$ cat src/rtl/dac_arbiter_pkg.sv
// Shared types and constants for the MCP4725 request arbiter.
package dac_arbiter_pkg;

  typedef enum logic [2:0] {
    S_IDLE       = 3'd0,
    S_ISSUE      = 3'd1,
    S_WAIT_START = 3'd2,
    S_WAIT_END   = 3'd3,
    S_DONE       = 3'd4
  } state_e;

  typedef enum logic {
    JOB_UPDATE = 1'b0,
    JOB_MEMWR  = 1'b1
  } job_e;

  localparam logic [3:0] MEM_ID = 4'd15;
  localparam int         CNT_W  = 16;

  function automatic logic [CNT_W-1:0] sat_inc(input logic [CNT_W-1:0] v);
    return (&v) ? v : v + 1'b1;
  endfunction

endpackage

$ cat src/rtl/dac_arbiter_if.sv
// Arbiter <-> mcp4725 control/status bundle.
interface dac_arbiter_if;
  logic [11:0] data;
  logic [1:0]  mode;
  logic        enable;
  logic        wr_mem;
  logic        scl;
  logic [11:0] data_reg;
  logic [1:0]  mode_reg;

  modport master (output data, mode, enable, wr_mem,
                  input  scl, data_reg, mode_reg);
  modport slave  (input  data, mode, enable, wr_mem,
                  output scl, data_reg, mode_reg);
endinterface

$ cat src/rtl/dac_arbiter_rr_pick.sv
// Combinational round-robin picker: first set request after last_i, wrapping.
module rr_pick #(
  parameter int NREQ = 4
) (
  input  logic [NREQ-1:0]         req_i,
  input  logic [$clog2(NREQ)-1:0] last_i,
  output logic                    vld_o,
  output logic [$clog2(NREQ)-1:0] idx_o
);
  localparam int IW = $clog2(NREQ);

  // Scan farthest-first so the nearest requester after last_i wins.
  always_comb begin
    vld_o = 1'b0;
    idx_o = '0;
    for (int off = NREQ; off >= 1; off--) begin
      if (req_i[IW'((int'(last_i) + off) % NREQ)]) begin
        vld_o = 1'b1;
        idx_o = IW'((int'(last_i) + off) % NREQ);
      end
    end
  end
endmodule

$ cat src/rtl/dac_arbiter.sv
// Shares one mcp4725 between NREQ update requesters and one EEPROM-write requester,
// tracking transaction start/end from SCL activity.
module dac_arbiter
  import dac_arbiter_pkg::*;
#(
  parameter int NREQ           = 4,
  parameter int QUIET_CYCLES   = 64,
  parameter int TIMEOUT_CYCLES = 65535
) (
  input  logic                 clk,
  input  logic                 rst,
  input  logic [NREQ-1:0]      req_i,
  input  logic [12*NREQ-1:0]   req_data_i,
  input  logic [2*NREQ-1:0]    req_mode_i,
  input  logic                 mem_req_i,
  input  logic [11:0]          mem_data_i,
  input  logic [1:0]           mem_mode_i,
  output logic [NREQ-1:0]      ack_o,
  output logic                 mem_ack_o,
  output logic                 err_o,
  output logic                 busy_o,
  output logic [3:0]           gnt_id_o,
  dac_arbiter_if.master        dac
);
  localparam int IW = $clog2(NREQ);

  state_e           state_q, state_d;
  job_e             job_q, job_d;
  logic [11:0]      data_q, data_d;
  logic [1:0]       mode_q, mode_d;
  logic [3:0]       gnt_q, gnt_d;
  logic [IW-1:0]    last_q, last_d;
  logic [CNT_W-1:0] tmo_q, tmo_d, quiet_q, quiet_d;
  logic             err_q, err_d;
  logic             pick_vld, skip, tmo_hit;
  logic [IW-1:0]    pick_idx;

  rr_pick #(.NREQ(NREQ)) u_pick (
    .req_i  (req_i),
    .last_i (last_q),
    .vld_o  (pick_vld),
    .idx_o  (pick_idx)
  );

  // An unchanged update would never start a transaction on the device.
  assign skip    = (job_q == JOB_UPDATE) && (data_q == dac.data_reg) && (mode_q == dac.mode_reg);
  assign tmo_hit = tmo_q >= CNT_W'(TIMEOUT_CYCLES - 1);

  assign dac.data = data_q;
  assign dac.mode = mode_q;
  assign busy_o   = (state_q != S_IDLE);
  assign gnt_id_o = gnt_q;

  always_comb begin
    state_d    = state_q;
    job_d      = job_q;
    data_d     = data_q;
    mode_d     = mode_q;
    gnt_d      = gnt_q;
    last_d     = last_q;
    err_d      = err_q;
    quiet_d    = '0;
    dac.enable = 1'b0;
    dac.wr_mem = 1'b0;
    ack_o      = '0;
    mem_ack_o  = 1'b0;
    err_o      = 1'b0;
    case (state_q)
      S_IDLE: begin
        if (mem_req_i) begin
          state_d = S_ISSUE;
          job_d   = JOB_MEMWR;
          gnt_d   = MEM_ID;
          data_d  = mem_data_i;
          mode_d  = mem_mode_i;
          err_d   = 1'b0;
        end else if (pick_vld) begin
          state_d = S_ISSUE;
          job_d   = JOB_UPDATE;
          gnt_d   = 4'(pick_idx);
          data_d  = req_data_i[12*int'(pick_idx) +: 12];
          mode_d  = req_mode_i[2*int'(pick_idx) +: 2];
          err_d   = 1'b0;
        end
      end
      S_ISSUE: begin
        dac.enable = !skip;
        dac.wr_mem = (job_q == JOB_MEMWR);
        state_d    = skip ? S_DONE : S_WAIT_START;
      end
      S_WAIT_START: begin
        dac.enable = 1'b1;
        if (!dac.scl) begin
          state_d = S_WAIT_END;
        end else if (tmo_hit) begin
          state_d = S_DONE;
          err_d   = 1'b1;
        end
      end
      S_WAIT_END: begin
        // SCL parked high long enough means the device released the bus.
        quiet_d = dac.scl ? sat_inc(quiet_q) : '0;
        if (quiet_d == CNT_W'(QUIET_CYCLES)) begin
          state_d = S_DONE;
        end else if (tmo_hit) begin
          state_d = S_DONE;
          err_d   = 1'b1;
        end
      end
      S_DONE: begin
        state_d = S_IDLE;
        err_o   = err_q;
        if (job_q == JOB_MEMWR) begin
          mem_ack_o = 1'b1;
        end else begin
          ack_o[gnt_q[IW-1:0]] = 1'b1;
          last_d               = gnt_q[IW-1:0];
        end
      end
      default: state_d = S_IDLE;
    endcase
    tmo_d = (state_d != state_q) ? '0 : sat_inc(tmo_q);
  end

  always_ff @(posedge clk or posedge rst) begin
    if (rst) begin
      state_q <= S_IDLE;
      job_q   <= JOB_UPDATE;
      data_q  <= '0;
      mode_q  <= '0;
      gnt_q   <= '0;
      last_q  <= IW'(NREQ - 1);
      tmo_q   <= '0;
      quiet_q <= '0;
      err_q   <= 1'b0;
    end else begin
      state_q <= state_d;
      job_q   <= job_d;
      data_q  <= data_d;
      mode_q  <= mode_d;
      gnt_q   <= gnt_d;
      last_q  <= last_d;
      tmo_q   <= tmo_d;
      quiet_q <= quiet_d;
      err_q   <= err_d;
    end
  end

endmodule
$ cat src/flat_wrapper.sv
// flat-port wrapper written by rule: the top's interface ports become plain ports
module dac_arbiter_flat import dac_arbiter_pkg::*;
#(
  parameter int NREQ           = 4,
  parameter int QUIET_CYCLES   = 64,
  parameter int TIMEOUT_CYCLES = 65535
)
  (clk, rst, req_i, req_data_i, req_mode_i, mem_req_i, mem_data_i, mem_mode_i, ack_o, mem_ack_o, err_o, busy_o, gnt_id_o, dac_data, dac_mode, dac_enable, dac_wr_mem, dac_scl, dac_data_reg, dac_mode_reg);
  dac_arbiter_if dac_i ();
  input  logic clk;
  input  logic rst;
  input  logic [NREQ-1:0] req_i;
  input  logic [12*NREQ-1:0] req_data_i;
  input  logic [2*NREQ-1:0] req_mode_i;
  input  logic mem_req_i;
  input  logic [11:0] mem_data_i;
  input  logic [1:0] mem_mode_i;
  output logic [NREQ-1:0] ack_o;
  output logic mem_ack_o;
  output logic err_o;
  output logic busy_o;
  output logic [3:0] gnt_id_o;
  output wire logic [$bits(dac_i.data)-1:0] dac_data;
  output wire logic [$bits(dac_i.mode)-1:0] dac_mode;
  output wire logic [$bits(dac_i.enable)-1:0] dac_enable;
  output wire logic [$bits(dac_i.wr_mem)-1:0] dac_wr_mem;
  input wire logic [$bits(dac_i.scl)-1:0] dac_scl;
  input wire logic [$bits(dac_i.data_reg)-1:0] dac_data_reg;
  input wire logic [$bits(dac_i.mode_reg)-1:0] dac_mode_reg;
  assign dac_data = dac_i.data;
  assign dac_mode = dac_i.mode;
  assign dac_enable = dac_i.enable;
  assign dac_wr_mem = dac_i.wr_mem;
  assign dac_i.scl = dac_scl;
  assign dac_i.data_reg = dac_data_reg;
  assign dac_i.mode_reg = dac_mode_reg;
  dac_arbiter #(.NREQ(NREQ), .QUIET_CYCLES(QUIET_CYCLES), .TIMEOUT_CYCLES(TIMEOUT_CYCLES)) u_core (.clk(clk), .rst(rst), .req_i(req_i), .req_data_i(req_data_i), .req_mode_i(req_mode_i), .mem_req_i(mem_req_i), .mem_data_i(mem_data_i), .mem_mode_i(mem_mode_i), .ack_o(ack_o), .mem_ack_o(mem_ack_o), .err_o(err_o), .busy_o(busy_o), .gnt_id_o(gnt_id_o), .dac(dac_i));
endmodule
$ cat config.mk
export PLATFORM = sky130hd
export DESIGN_NAME = dac_arbiter_flat
export DESIGN_NICKNAME = d
export VERILOG_FILES = /design/src/rtl/dac_arbiter_pkg.sv /design/src/rtl/dac_arbiter_if.sv /design/src/rtl/dac_arbiter_rr_pick.sv /design/src/rtl/dac_arbiter.sv /design/src/flat_wrapper.sv
export SDC_FILE = /design/constraint.sdc
export NUM_CORES = 1
export LEC_CHECK = 0
export BUFFER_PORTS_ARGS = -buffer_cell sky130_fd_sc_hd__buf_2
export CAP_MARGIN = 20
export CELL_PAD_IN_SITES_DETAIL_PLACEMENT = 0
export CELL_PAD_IN_SITES_GLOBAL_PLACEMENT = 1
export CORE_MARGIN = 10
export CORE_UTILIZATION = 38
export DETAILED_ROUTE_END_ITERATION = 12
export PLACE_DENSITY = 0.8
export SETUP_SLACK_MARGIN = 0.15
export SYNTH_ARGS = -nofsm -noshare
export SYNTH_HDL_FRONTEND = slang
export SYNTH_SLANG_ARGS = --single-unit
export TNS_END_PERCENT = 100
$ cat constraint.sdc
create_clock -name clk -period 2.9 [get_ports clk]
set_input_delay 0.145 -clock clk [delete_from_list [all_inputs] [get_ports clk]]
set_output_delay 0.145 -clock clk [all_outputs]
set_load 0.05 [all_outputs]
==> results of run 1 <==
## metrics by stage
| stage | instance area (µm²) | worst slack [ns] | hold WS, ns | utilization [%] | std cells |
|---|---|---|---|---|---|
| after detailed placement | 4531 | 0.2320 | 0.1082 | 46.57 | 643 |
| after global placement | 4531 | 0.3361 | 0.09897 | 46.57 | 643 |
| after CTS | 4632 | 0.2013 | 0.1130 | 47.61 | 652 |
| final | 4700 | 0.2792 | 0.1092 | 48.30 | 657 |
| after global routing | 4700 | 0.1276 | 0.1150 | 48.30 | 657 |
| after floorplan | 3795 | 0.4689 | 0.3310 | - | 406 |
## cell usage after synthesis, types with 2 or more instances
master     count
mux2i_1       59
dfrtp_1       53
nand2_1       44
nor2_1        30
xor2_1        24
o21ai_0       19
nand3_1       15
a21oi_1       11
a21oi_2       10
clkbuf_1       9
xnor2_1        9
buf_2          8
inv_1          8
nand4_1        7
nor3_1         7
and3_1         6
and4_1         6
nor4_1         6
nor2b_1        5
a31oi_1        4
and2_1         4
nand2b_1       4
o21ai_1        4
a211oi_1       3
ha_1           3
or3_1          3
buf_4          2
buf_6          2
dfstp_2        2
nand3_2        2
nor3b_1        2
nor4_2         2
o2111ai_1      2
o211ai_1       2
## cell families after synthesis
kind of cell | synth area share (%)
mux | 15.86
fa+ha+maj | 0.9892
buf+inv | 3.824
simple gates | 21.79
xor+xnor | 7.616
compound gates | 13.58
flops | 36.33
## layout make-up
type | count | share of cell area [%]
clock buffer | 5 | 1.464
multi-input combinational | 322 | 49.57
tap | 133 | 3.541
clock inverter | 3 | 0.4792
sequential | 55 | 29.34
timing repair buffer | 131 | 14.96
inverter | 8 | 0.6390
## report_power, final
group	internal (mW)	leakage [nW]	switching [mW]
registers	0.930	0.704	0.190
clock network	0.176	0.0489	0.275
logic	0.408	1.55	0.828
total	1.51	2.30	1.29
## repair_timing
item / CTS / global route
endpoints found under the setup margin: 0 / 11
endpoints found under the hold margin: 13 / 0
buffers inserted: 0 / 4
hold buffers: 1 / 0
resized for setup: 0 / 5
## metal layers
layer  track usage (%)  vias to the layer above  routed length, µm
met3             4.126                        8                760
met2             23.59                      114               5179
li1                  -                     1704                  -
met4             3.318                        0                108
met5                 0                        -                  0
met1             17.74                     1614               4524
## path summary, 6_finish.rpt
check | from | end | slack, ns
worst max-delay path | u_core.quiet_q[1] | u_core.state_q[1] | 0.28
worst min-delay path | mem_data_i[11] | u_core.dac.data[11] | 0.11
worst max register to register | u_core.quiet_q[1] | u_core.state_q[1] | 0.28
worst min register to register | u_core.last_q[0] | u_core.last_q[0] | 0.49
max in group asynchronous | rst | u_core.tmo_q[2] | 1.76
min in group asynchronous | rst | u_core.dac.data[3] | 0.31
## tightest hold or removal path, delay by kind of cell
family	cells	cell delay [ns]
mux	1	0.06
buf+inv	1	0.08
compound gates	1	0.11
==> summary.md, run 1 <==
| Metric | Value |
|---|---|
| N_diodes | 0 |
| CTS tree | done |
| Worst path depth | 8 |
| Vias in the first global route | around 3600 |
| Num Clock Sinks | 55 |
| Clk_skew | ~0.01 ns |
| RSZ-0062 raised after global routing | no |
| Sequential area share after synthesis | ~36% |
| Syn-to-layout area delta | 23.84% |
| Period utilisation layout | between 90% and 100% |
| DRC | 0 |
| Crit-path leading delay family | simple AND/OR/NAND/NOR gates |
| FF/Latch Area | roughly 1400 µm² |
| Slew margin rel. | a little under half |
| Bufs on Longest Clock Path | 2 |
| Status | finished clean |
| Yosys warns | 0 |
| Routed WL per cell | around 16 µm |
| Top area cells in the synthesized netlist | dfrtp_1, mux2i_1, xor2_1 |
| Avg Inst Size Synth | 9.347 µm² |
| Initial antenna violation count | 0 |
| GRT overflow | 0 |
| PD cells | around 600 nW/µm² |
| Crit path cell chain | ha_2 -> nand3_2 -> nor4_2 -> mux2i_1 -> and4_1 -> nand3_2 -> or3b_4 -> a31o_1 |
| Yosys reg bits | 55 |
| Net Count, Synth | between 500 and 600 |
| Final hold vios | 0 |
| Critical path class | reg2reg |
| Post-synth EDFFs | 0 |
| # rows | 36 |
| Mapped Area | around 3800 µm² |
| Synth Instances | 406 |
| HP Class | in2reg |
| Commonest non-fill, non-tap cells in the layout | buf_2, mux2i_1, dfrtp_1 |
| Initial Util | around two fifths |
| Post-DR vias/cell | ~5.2 |
| Maxcap violations | 0 |
| First-pass GRT wire length | 17310 µm |
| Multi-input logic area | between 2000 and 2500 µm² |
| Total GRT Usage | between 10% and 20% |
| Total Power | 2.807 mW |
| Fin crit period | about 2.6 ns |
| H-tree levels | 2 |
| Synth top area share | roughly a third |
| Most common cell after layout, fill and taps aside | buf_2 |
| Drt total wl | about 11000 µm |
| Worst skew pair latency | between 0.3 and 0.4 ns |
| Final nets | just over 600 |
| Leak Pwr | 2.304 nW |
| Post-DP HPWL | about 8400 µm |
| Final setup TNS | 0 ns |
| Worst Tran Pin Value | just under 0.8 ns |
| Most common cell on crit path | nand3_2 |
| Top cell type by total area after synthesis | dfrtp_1 |
| FILL cells | 1001 |
| Core ar. | 9729 µm² |
| Port bufs | around 120 |
| CP Data Required Time | between 3 and 4 ns |
| Iteration-0 DRC count of the detailed router | about 210 |
| Slowest stage delay, CP | between 0.4 and 0.5 ns |
| Vias | 3440 |
| Slowest stage cell, crit path | or3b_4 |
| Startpoint types | flop |
| Crit path capture type | flop |
| Root Driver | clkbuf_8 |
| Hold Crit Depth | 3 |
| Largest net degree at the start of global routing | 43 |
| Critical path buffers and inverters | 0 |
| Setup violators final | 0 |
| DRT antenna net count | 0 |
| Drt pass-1 iters | 4 |
| Die H | about 120 µm |
| Die width | around 120 µm |
| Critical path arrival | 2.83 ns |
| Die area | around 14000 µm² |
| Distinct cells, synth | 63 |
| Ys flop type | dfrtp_1 |
| Crit Path Max Fanout | 7 |
| Async SR Flop Fraction | 100.0% |
| Reg2reg path depth | 8 |
| Max frequency | approximately 0.38 GHz |
| CTS Buf Count | 5 |
| Clock edge transition at the registers on the reported setup and hold paths | between 0.1 and 0.15 ns |
| Ports | roughly 120 |
| Max rail drop VDD | between 0.0002 and 0.0003 V |
| Fin. max-slew vios | 0 |
| Gp weighted congestion | around 0.9 |
| Layout cell share with drive strength beyond 1 | about 33% |
(Power assumes the default switching activity.)
==> run 2: changes to the inputs <==
--- a/config.mk
+++ b/config.mk
@@ -5,12 +5,13 @@
 export SDC_FILE = /design/constraint.sdc
 export NUM_CORES = 1
 export LEC_CHECK = 0
+export ABC_AREA = 1
 export BUFFER_PORTS_ARGS = -buffer_cell sky130_fd_sc_hd__buf_2
 export CAP_MARGIN = 20
 export CELL_PAD_IN_SITES_DETAIL_PLACEMENT = 0
 export CELL_PAD_IN_SITES_GLOBAL_PLACEMENT = 1
 export CORE_MARGIN = 10
-export CORE_UTILIZATION = 38
+export CORE_UTILIZATION = 36
 export DETAILED_ROUTE_END_ITERATION = 12
 export PLACE_DENSITY = 0.8
 export SETUP_SLACK_MARGIN = 0.15
==> run 2 against run 1 <==
Effect of this change: utilization decreased by 4.0 points; register-to-register slack improved by 0.14 ns; worst hold slack got worse by 0.025 ns; sequential power decreased by 4%; via count increased by 16%; largest power group unchanged; clock skew decreased by 0.0039 ns; synthesized area increased by 3.4%; wire length increased by 13%; worst setup slack improved by 0.14 ns; total power increased by 21%; sequential share of layout area decreased by 0.37 points; global-route usage increased by 1.1 points.
==> summary.md, run 2 <==
| Metric | Value |
|---|---|
| Status | finished clean |
| Syn-to-layout area delta | 21.34% |
| Gp weighted congestion | 0.8340 (-4.9%) |
| FF-to-FF setup slack | 0.42 ns (+0.14 ns) |
| Most numerous cell in the Yosys netlist | nand2_1 |
| Slew margin rel. | 65.52% (+18 points) |
| WHS | 0.08452 ns (-0.02464 ns) |
| Final hold vios | 0 (unchanged) |
| Top area cells in the synthesized netlist | dfrtp_1, nand2_1, nor2_1 |
| Die H | 124.4 µm (+3.7%) |
| Vias in the first global route | 4160 (+15%) |
| Routed WL per cell | 14.49 µm (-9.9%) |
| Clock edge transition at the registers on the reported setup and hold paths | 0.10 ns (about the same) |
| RSZ-0062 raised after global routing | no |
| Avg Inst Size Synth | 6.846 µm² (-27%) |
| Setup bufs post-CTS | 0 (unchanged) |
| Worst Hold Path EP | u_core.dac.data[1] |
| Initial Util | 36.50% (-2.5 points) |
| Reg2reg start | u_core.last_q[0] |
| Final nets | 780 (+26%) |
| RR Endpoint | u_core.dac.data[11] |
| Startpoint types | flop |
| CTS Buf Count | 5 (unchanged) |
| Post-DP HPWL | 9681 µm (+15%) |
| Final setup TNS | 0 ns (unchanged) |
| Die area | 15470 µm² (+7.6%) |
| Commonest non-fill, non-tap cells in the layout | nand2_1, buf_2, nor2_1 |
| Synth Instances | 573 (+41%) |
| Bufs on Longest Clock Path | 2 (unchanged) |
| Final WS setup | 0.4215 ns (+0.1423 ns) |
| HP Start | mem_data_i[1] |
| Critical path arrival | 2.75 ns (-0.08 ns) |
| Vias | 3996 (+16%) |
| Top cell type by total area after synthesis | dfrtp_1 |
| Sequential area share after synthesis | 35.15% (-1.2 points) |
| Most common cell after layout, fill and taps aside | nand2_1 |
| Leak Pwr | 2.403 nW (+4.3%) |
| Max frequency | 0.4035 GHz (+5.7%) |
| Reg2reg path depth | 13 (+5) |
| Dpl ws | 0.2560 ns (+0.02407 ns) |
| Crit path cell chain | inv_2 -> o21ai_0 -> nand2_1 -> nand2_1 -> inv_1 -> nand3_1 -> and2_1 -> inv_1 -> nor2_4 -> o21ai_0 -> o221ai_1 -> nand2_1 -> inv_1 |
| Ys flop type | dfrtp_1 |
| # rows | 38 (+5.6%) |
| Clk_skew | 0.006253 ns (-0.003894 ns) |
| Drt total wl | 11970 µm (+13%) |
| Crit path capture type | flop |
| Port bufs | 118 (unchanged) |
| Critical path class | reg2reg |
| Net Count, Synth | 668 (+33%) |
| Hold Crit Depth | 3 (unchanged) |
| Core ar. | 10750 µm² (+10%) |
| N_diodes | 0 (unchanged) |
| HP Class | in2reg |
| CP Data Required Time | 3.17 ns (+0.06 ns) |
| DRT antenna net count | 0 (unchanged) |
| Slowest stage cell, crit path | dfstp_2 |
| Crit Path Max Fanout | 13 (+6) |
| H-tree levels | 2 (unchanged) |
| FILL cells | 1204 (+20%) |
| Yosys warns | 0 (unchanged) |
| Die width | 124.4 µm (+3.7%) |
| Iteration-0 DRC count of the detailed router | 201 (-3.8%) |
| Num Clock Sinks | 55 (unchanged) |
| Largest net degree at the start of global routing | 34 (-21%) |
| Fin crit period | 2.478 ns (-0.1423 ns) |
| CTS tree | done |
| Initial antenna violation count | 1 (+1) |
| Total GRT Usage | 15.30% (+1.1 points) |
| Setup violators final | 0 (unchanged) |
| Crit-path leading delay family | simple AND/OR/NAND/NOR gates |
| DRC | 0 (unchanged) |
| Post-DR vias/cell | 4.838 (-7.6%) |
| Synth top area share | 33.81% (-1.1 points) |
| Fin. max-slew vios | 0 (unchanged) |
| Layout cell share with drive strength beyond 1 | 25.07% (-8.3 points) |
| Max rail drop VDD | 0.0003407 V (+17%) |
| First-pass GRT wire length | 20360 µm (+18%) |
| Worst Tran Pin Value | 0.5164 ns (-0.2719 ns) |
| Worst skew pair latency | 0.32 ns (about the same) |
| Root Driver | clkbuf_8 |
| Most instantiated cells after synthesis | nand2_1, nor2_1, inv_1 |
| Critical path buffers and inverters | 4 (+4) |
| Yosys reg bits | 55 (unchanged) |
| Post-synth EDFFs | 0 (unchanged) |
| Slowest stage delay, CP | 0.63 ns (+0.20 ns) |
| Mapped Area | 3923 µm² (+3.4%) |
| PD cells | 711.2 nW/µm² (+19%) |
| Maxcap violations | 0 (unchanged) |
| Async SR Flop Fraction | 100.0% (unchanged) |
| Ports | 119 (unchanged) |
| Drt pass-1 iters | 4 (unchanged) |
| Period utilisation layout | 85.46% (-4.9 points) |
| Distinct cells, synth | 38 (-40%) |
| GRT overflow | 0 (unchanged) |
[run 2: changes by cell type in the layout (fill, tap and decap cells not counted), sizes merged, moves of 7 or more]
cell     before  now
xor2         24   12
inv          10   79
mux2i        59    0
nand2        44  143
nor2         30   97
o21ai        23   40
o2111ai       2    9
nand3        17   51
[run 2: cell type report]
| cell class | count | area [µm²] | share of cell area, % |
|---|---|---|---|
| clock inverter | 2 | 60.06 | 1.262 |
| inverter | 79 | 296.5 | 6.230 |
| tap | 140 | 175.2 | 3.680 |
| multi-input combinational | 419 | 2131 | 44.77 |
| clock buffer | 6 | 72.57 | 1.525 |
| timing repair buffer | 125 | 645.6 | 13.56 |
| sequential | 55 | 1379 | 28.97 |
[run 2: worst register-to-register path, cell delays in order (launching register included)]
cell      delay, ns
dfstp_2        0.63
inv_2          0.08
o21ai_0        0.24
nand2_1        0.11
nand2_1        0.11
inv_1          0.07
nand3_1        0.07
and2_1         0.17
inv_1          0.10
nor2_4         0.26
o21ai_0        0.18
o221ai_1       0.27
nand2_1        0.08
inv_1          0.06
[run 2: cell families after synthesis]
| kind of cell | Yosys count | synth area share (%) |
|---|---|---|
| compound gates | 83 | 12.76 |
| simple gates | 316 | 36.68 |
| fa+ha+maj | 3 | 0.9570 |
| xor+xnor | 17 | 3.796 |
| buf+inv | 99 | 10.65 |
| flops | 55 | 35.15 |
[run 2: per-stage QoR]
step	std cells	power, mW	utilization (%)	cell area (µm²)
3_3_place_gp	817	2.793	42.92	4612
5_1_grt	826	3.656	44.29	4760
2_1_floorplan	573	2.375	-	3923
3_5_place_dp	817	2.819	42.92	4612
4_1_cts	826	3.436	44.25	4755
6_report	826	3.385	44.29	4760
[run 2: worst max path at each step]
stage,slack (ns),start,endpoint,depth (start not counted)
6_report,0.42,u_core.last_q[0],u_core.dac.data[11],13
3_5_place_dp,0.26,u_core.last_q[0],u_core.dac.data[11],13
3_3_place_gp,0.33,u_core.last_q[0],u_core.dac.data[11],13
5_1_grt,0.15,u_core.last_q[0],u_core.dac.data[11],13
4_1_cts,0.23,u_core.last_q[0],u_core.dac.data[11],13
2_1_floorplan,0.57,u_core.gnt_id_o[0],ack_o[0],1
[run 2: timing repair]
| action | in CTS | in global routing |
|---|---|---|
| setup endpoints to repair | 0 | 6 |
| hold buffers | 1 | 0 |
| endpoints found under the hold margin | 20 | 0 |
| resized for setup | 0 | 1 |
[run 2: where the power goes]
| group | internal (mW) | total, mW | switching (mW) |
|---|---|---|---|
| Sequential | 0.921 | 1.07 | 0.148 |
| Combinational | 0.445 | 1.71 | 1.26 |
| Clock | 0.345 | 0.608 | 0.262 |
[run 2: per-layer routing]
layer / GRT usage (%) / share of wire [%] / vias to the layer above
li1: - / - / 2070
met1: 17.93 / 43 / 1795
met2: 25.84 / 47 / 123
met3: 5.489 / 8.7 / 8
met4: 3.907 / 1.2 / 0
met5: 0 / 0 / -
==> run 3: changes to the inputs <==
--- a/config.mk
+++ b/config.mk
@@ -13,6 +13,7 @@
 export CORE_MARGIN = 10
 export CORE_UTILIZATION = 36
 export DETAILED_ROUTE_END_ITERATION = 12
+export MAX_ROUTING_LAYER = met4
 export PLACE_DENSITY = 0.8
 export SETUP_SLACK_MARGIN = 0.15
 export SYNTH_ARGS = -nofsm -noshare
==> run 3 against run 2 <==
Effect of this change: cell count rose by 0.12%; total power rose by 0.18%; die area did not move; largest cell class unchanged.
==> summary.md, run 3 (synthesized netlist as in run 2, its figures left out) <==
| Metric | Value |
|---|---|
| Total GRT Usage | 15.71% (+0.41 points) |
| Vias in the first global route | 4169 (+0.22%) |
| Crit path capture type | flop |
| Status | finished clean |
| Worst Tran Pin Value | 0.5575 ns (+0.04113 ns) |
| Die width | 124.4 µm (unchanged) |
| Drt total wl | 12080 µm (+0.92%) |
| DRT antenna net count | 0 (unchanged) |
| Max rail drop VDD | 0.0003407 V (about the same) |
| Critical path class | reg2reg |
| Maxcap violations | 0 (unchanged) |
| Iteration-0 DRC count of the detailed router | 191 (-5.0%) |
| Crit path cell chain | inv_2 -> o21ai_0 -> nand2_1 -> nand2_1 -> inv_1 -> nand3_1 -> and2_1 -> inv_1 -> nor2_4 -> o21ai_0 -> o221ai_1 -> nand2_1 -> inv_1 |
| Period utilisation layout | 85.72% (+0.25 points) |
| Hold Crit Depth | 3 (unchanged) |
| Dpl ws | 0.2560 ns (unchanged) |
| Reg2reg start | u_core.last_q[0] |
| Setup violators final | 0 (unchanged) |
| First-pass GRT wire length | 20280 µm (-0.37%) |
| Critical path buffers and inverters | 4 (unchanged) |
| CTS tree | done |
| Final nets | 780 (unchanged) |
| Num Clock Sinks | 55 (unchanged) |
| Worst skew pair latency | 0.32 ns (about the same) |
| Initial antenna violation count | 1 (unchanged) |
| CTS Buf Count | 5 (unchanged) |
| H-tree levels | 2 (unchanged) |
| Gp weighted congestion | 0.8468 (+1.5%) |
| Final WS setup | 0.4142 ns (-0.007383 ns) |
| Ports | 119 (unchanged) |
| # rows | 38 (unchanged) |
| Total Power | 3.391 mW (+0.18%) |
| Core ar. | 10750 µm² (unchanged) |
| Port bufs | 118 (unchanged) |
| Final hold vios | 0 (unchanged) |
| Crit-path leading delay family | simple AND/OR/NAND/NOR gates |
| Fin. max-slew vios | 0 (unchanged) |
| Largest net degree at the start of global routing | 34 (unchanged) |
| Most common cell after layout, fill and taps aside | nand2_1 |
| Slowest stage cell, crit path | dfstp_2 |
| Post-DP HPWL | 9681 µm (unchanged) |
| DRC | 0 (unchanged) |
| Clk_skew | 0.005548 ns (-0.0007059 ns) |
| Vias | 4034 (+0.95%) |
| Slew margin rel. | 62.78% (-2.7 points) |
| Routed WL per cell | 14.61 µm (+0.80%) |
| Root Driver | clkbuf_8 |
| Final setup TNS | 0 ns (unchanged) |
| Leak Pwr | 2.403 nW (unchanged) |
| Initial Util | 36.50% (unchanged) |
| Die H | 124.4 µm (unchanged) |
| Reg2reg path depth | 13 (unchanged) |
| Worst Hold Path EP | u_core.dac.data[1] |
| PD cells | 712.1 nW/µm² (+0.12%) |
| RR Endpoint | u_core.dac.data[11] |
| Die area | 15470 µm² (unchanged) |
| HP Start | mem_data_i[1] |
| GRT overflow | 0 (unchanged) |
| HP Class | in2reg |
| CP Data Required Time | 3.17 ns (about the same) |
| RSZ-0062 raised after global routing | no |
| Clock edge transition at the registers on the reported setup and hold paths | 0.10 ns (about the same) |
| Max frequency | 0.4023 GHz (-0.30%) |
| Startpoint types | flop |
| Slowest stage delay, CP | 0.63 ns (about the same) |
| Bufs on Longest Clock Path | 2 (unchanged) |
| Layout cell share with drive strength beyond 1 | 25.07% (unchanged) |
| Commonest non-fill, non-tap cells in the layout | nand2_1, buf_2, nor2_1 |
| Crit Path Max Fanout | 13 (unchanged) |
| Post-DR vias/cell | 4.878 (+0.83%) |
| Util after Layout | 44.32% (about the same) |
| Critical path arrival | 2.75 ns (about the same) |
| FF-to-FF setup slack | 0.41 ns (about the same) |
| Fin crit period | 2.486 ns (+0.007383 ns) |
| Syn-to-layout area delta | 21.40% (about the same) |
| Drt pass-1 iters | 4 (unchanged) |
[run 3: per-stage QoR]
step / std cells / instance area, µm² / hold WS (ns)
finish: 827 / 4762 / 0.08126
global route: 827 / 4762 / 0.1026
global placement: 817 / 4612 / 0.2197
detailed placement: 817 / 4612 / 0.2274
floorplan: 573 / 3923 / 0.3092
CTS: 826 / 4755 / 0.07842
[run 3: worst register-to-register path: stages, from the launching register on]
cell and delay, ns:
dfstp_2 0.63, inv_2 0.08, o21ai_0 0.24, nand2_1 0.11, nand2_1 0.11, inv_1 0.07, nand3_1 0.07, and2_1 0.17
inv_1 0.10, nor2_4 0.27, o21ai_0 0.18, o221ai_1 0.26, nand2_1 0.08, inv_1 0.06
[run 3: what timing repair did]
item,4_1_cts,5_1_grt
resized for setup,0,1
endpoints found under the setup margin,0,7
setup buffers,0,0
hold endpoints to repair,20,0
hold buffers,1,0
[run 3: per-layer routing]
layer | GRT usage (%) | vias up | wire, µm
li1 | - | 2073 | -
met1 | 18.94 | 1815 | 5537
met2 | 25.84 | 138 | 5676
met3 | 3.702 | 8 | 725
met4 | 3.907 | 0 | 144
met5 | - | - | 0
[run 3: area by class of cell]
type	instances	area, µm²
Clock buffer	6	72.57
Clock inverter	2	60.06
Antenna cell	1	2.502
Sequential cell	55	1379
Tap cell	140	175.2
Fill cell	1203	5983
Timing Repair Buffer	125	645.6
Multi-Input combinational cell	419	2131
Inverter	79	296.5
[run 3: worst max-delay path by stage]
stage                             from                   to  slack (ns)  cells after the start
floorplan           u_core.gnt_id_o[0]             ack_o[0]        0.57                      1
global placement      u_core.last_q[0]  u_core.dac.data[11]        0.33                     13
detailed placement    u_core.last_q[0]  u_core.dac.data[11]        0.26                     13
CTS                   u_core.last_q[0]  u_core.dac.data[11]        0.23                     13
global route          u_core.last_q[0]  u_core.dac.data[11]        0.14                     13
finish                u_core.last_q[0]  u_core.dac.data[11]        0.41                     13
[run 3: report_power, final]
group	total [mW]	internal, mW	switching (mW)
Clock	0.611	0.345	0.266
Combinational	1.71	0.445	1.27
Sequential	1.07	0.921	0.148
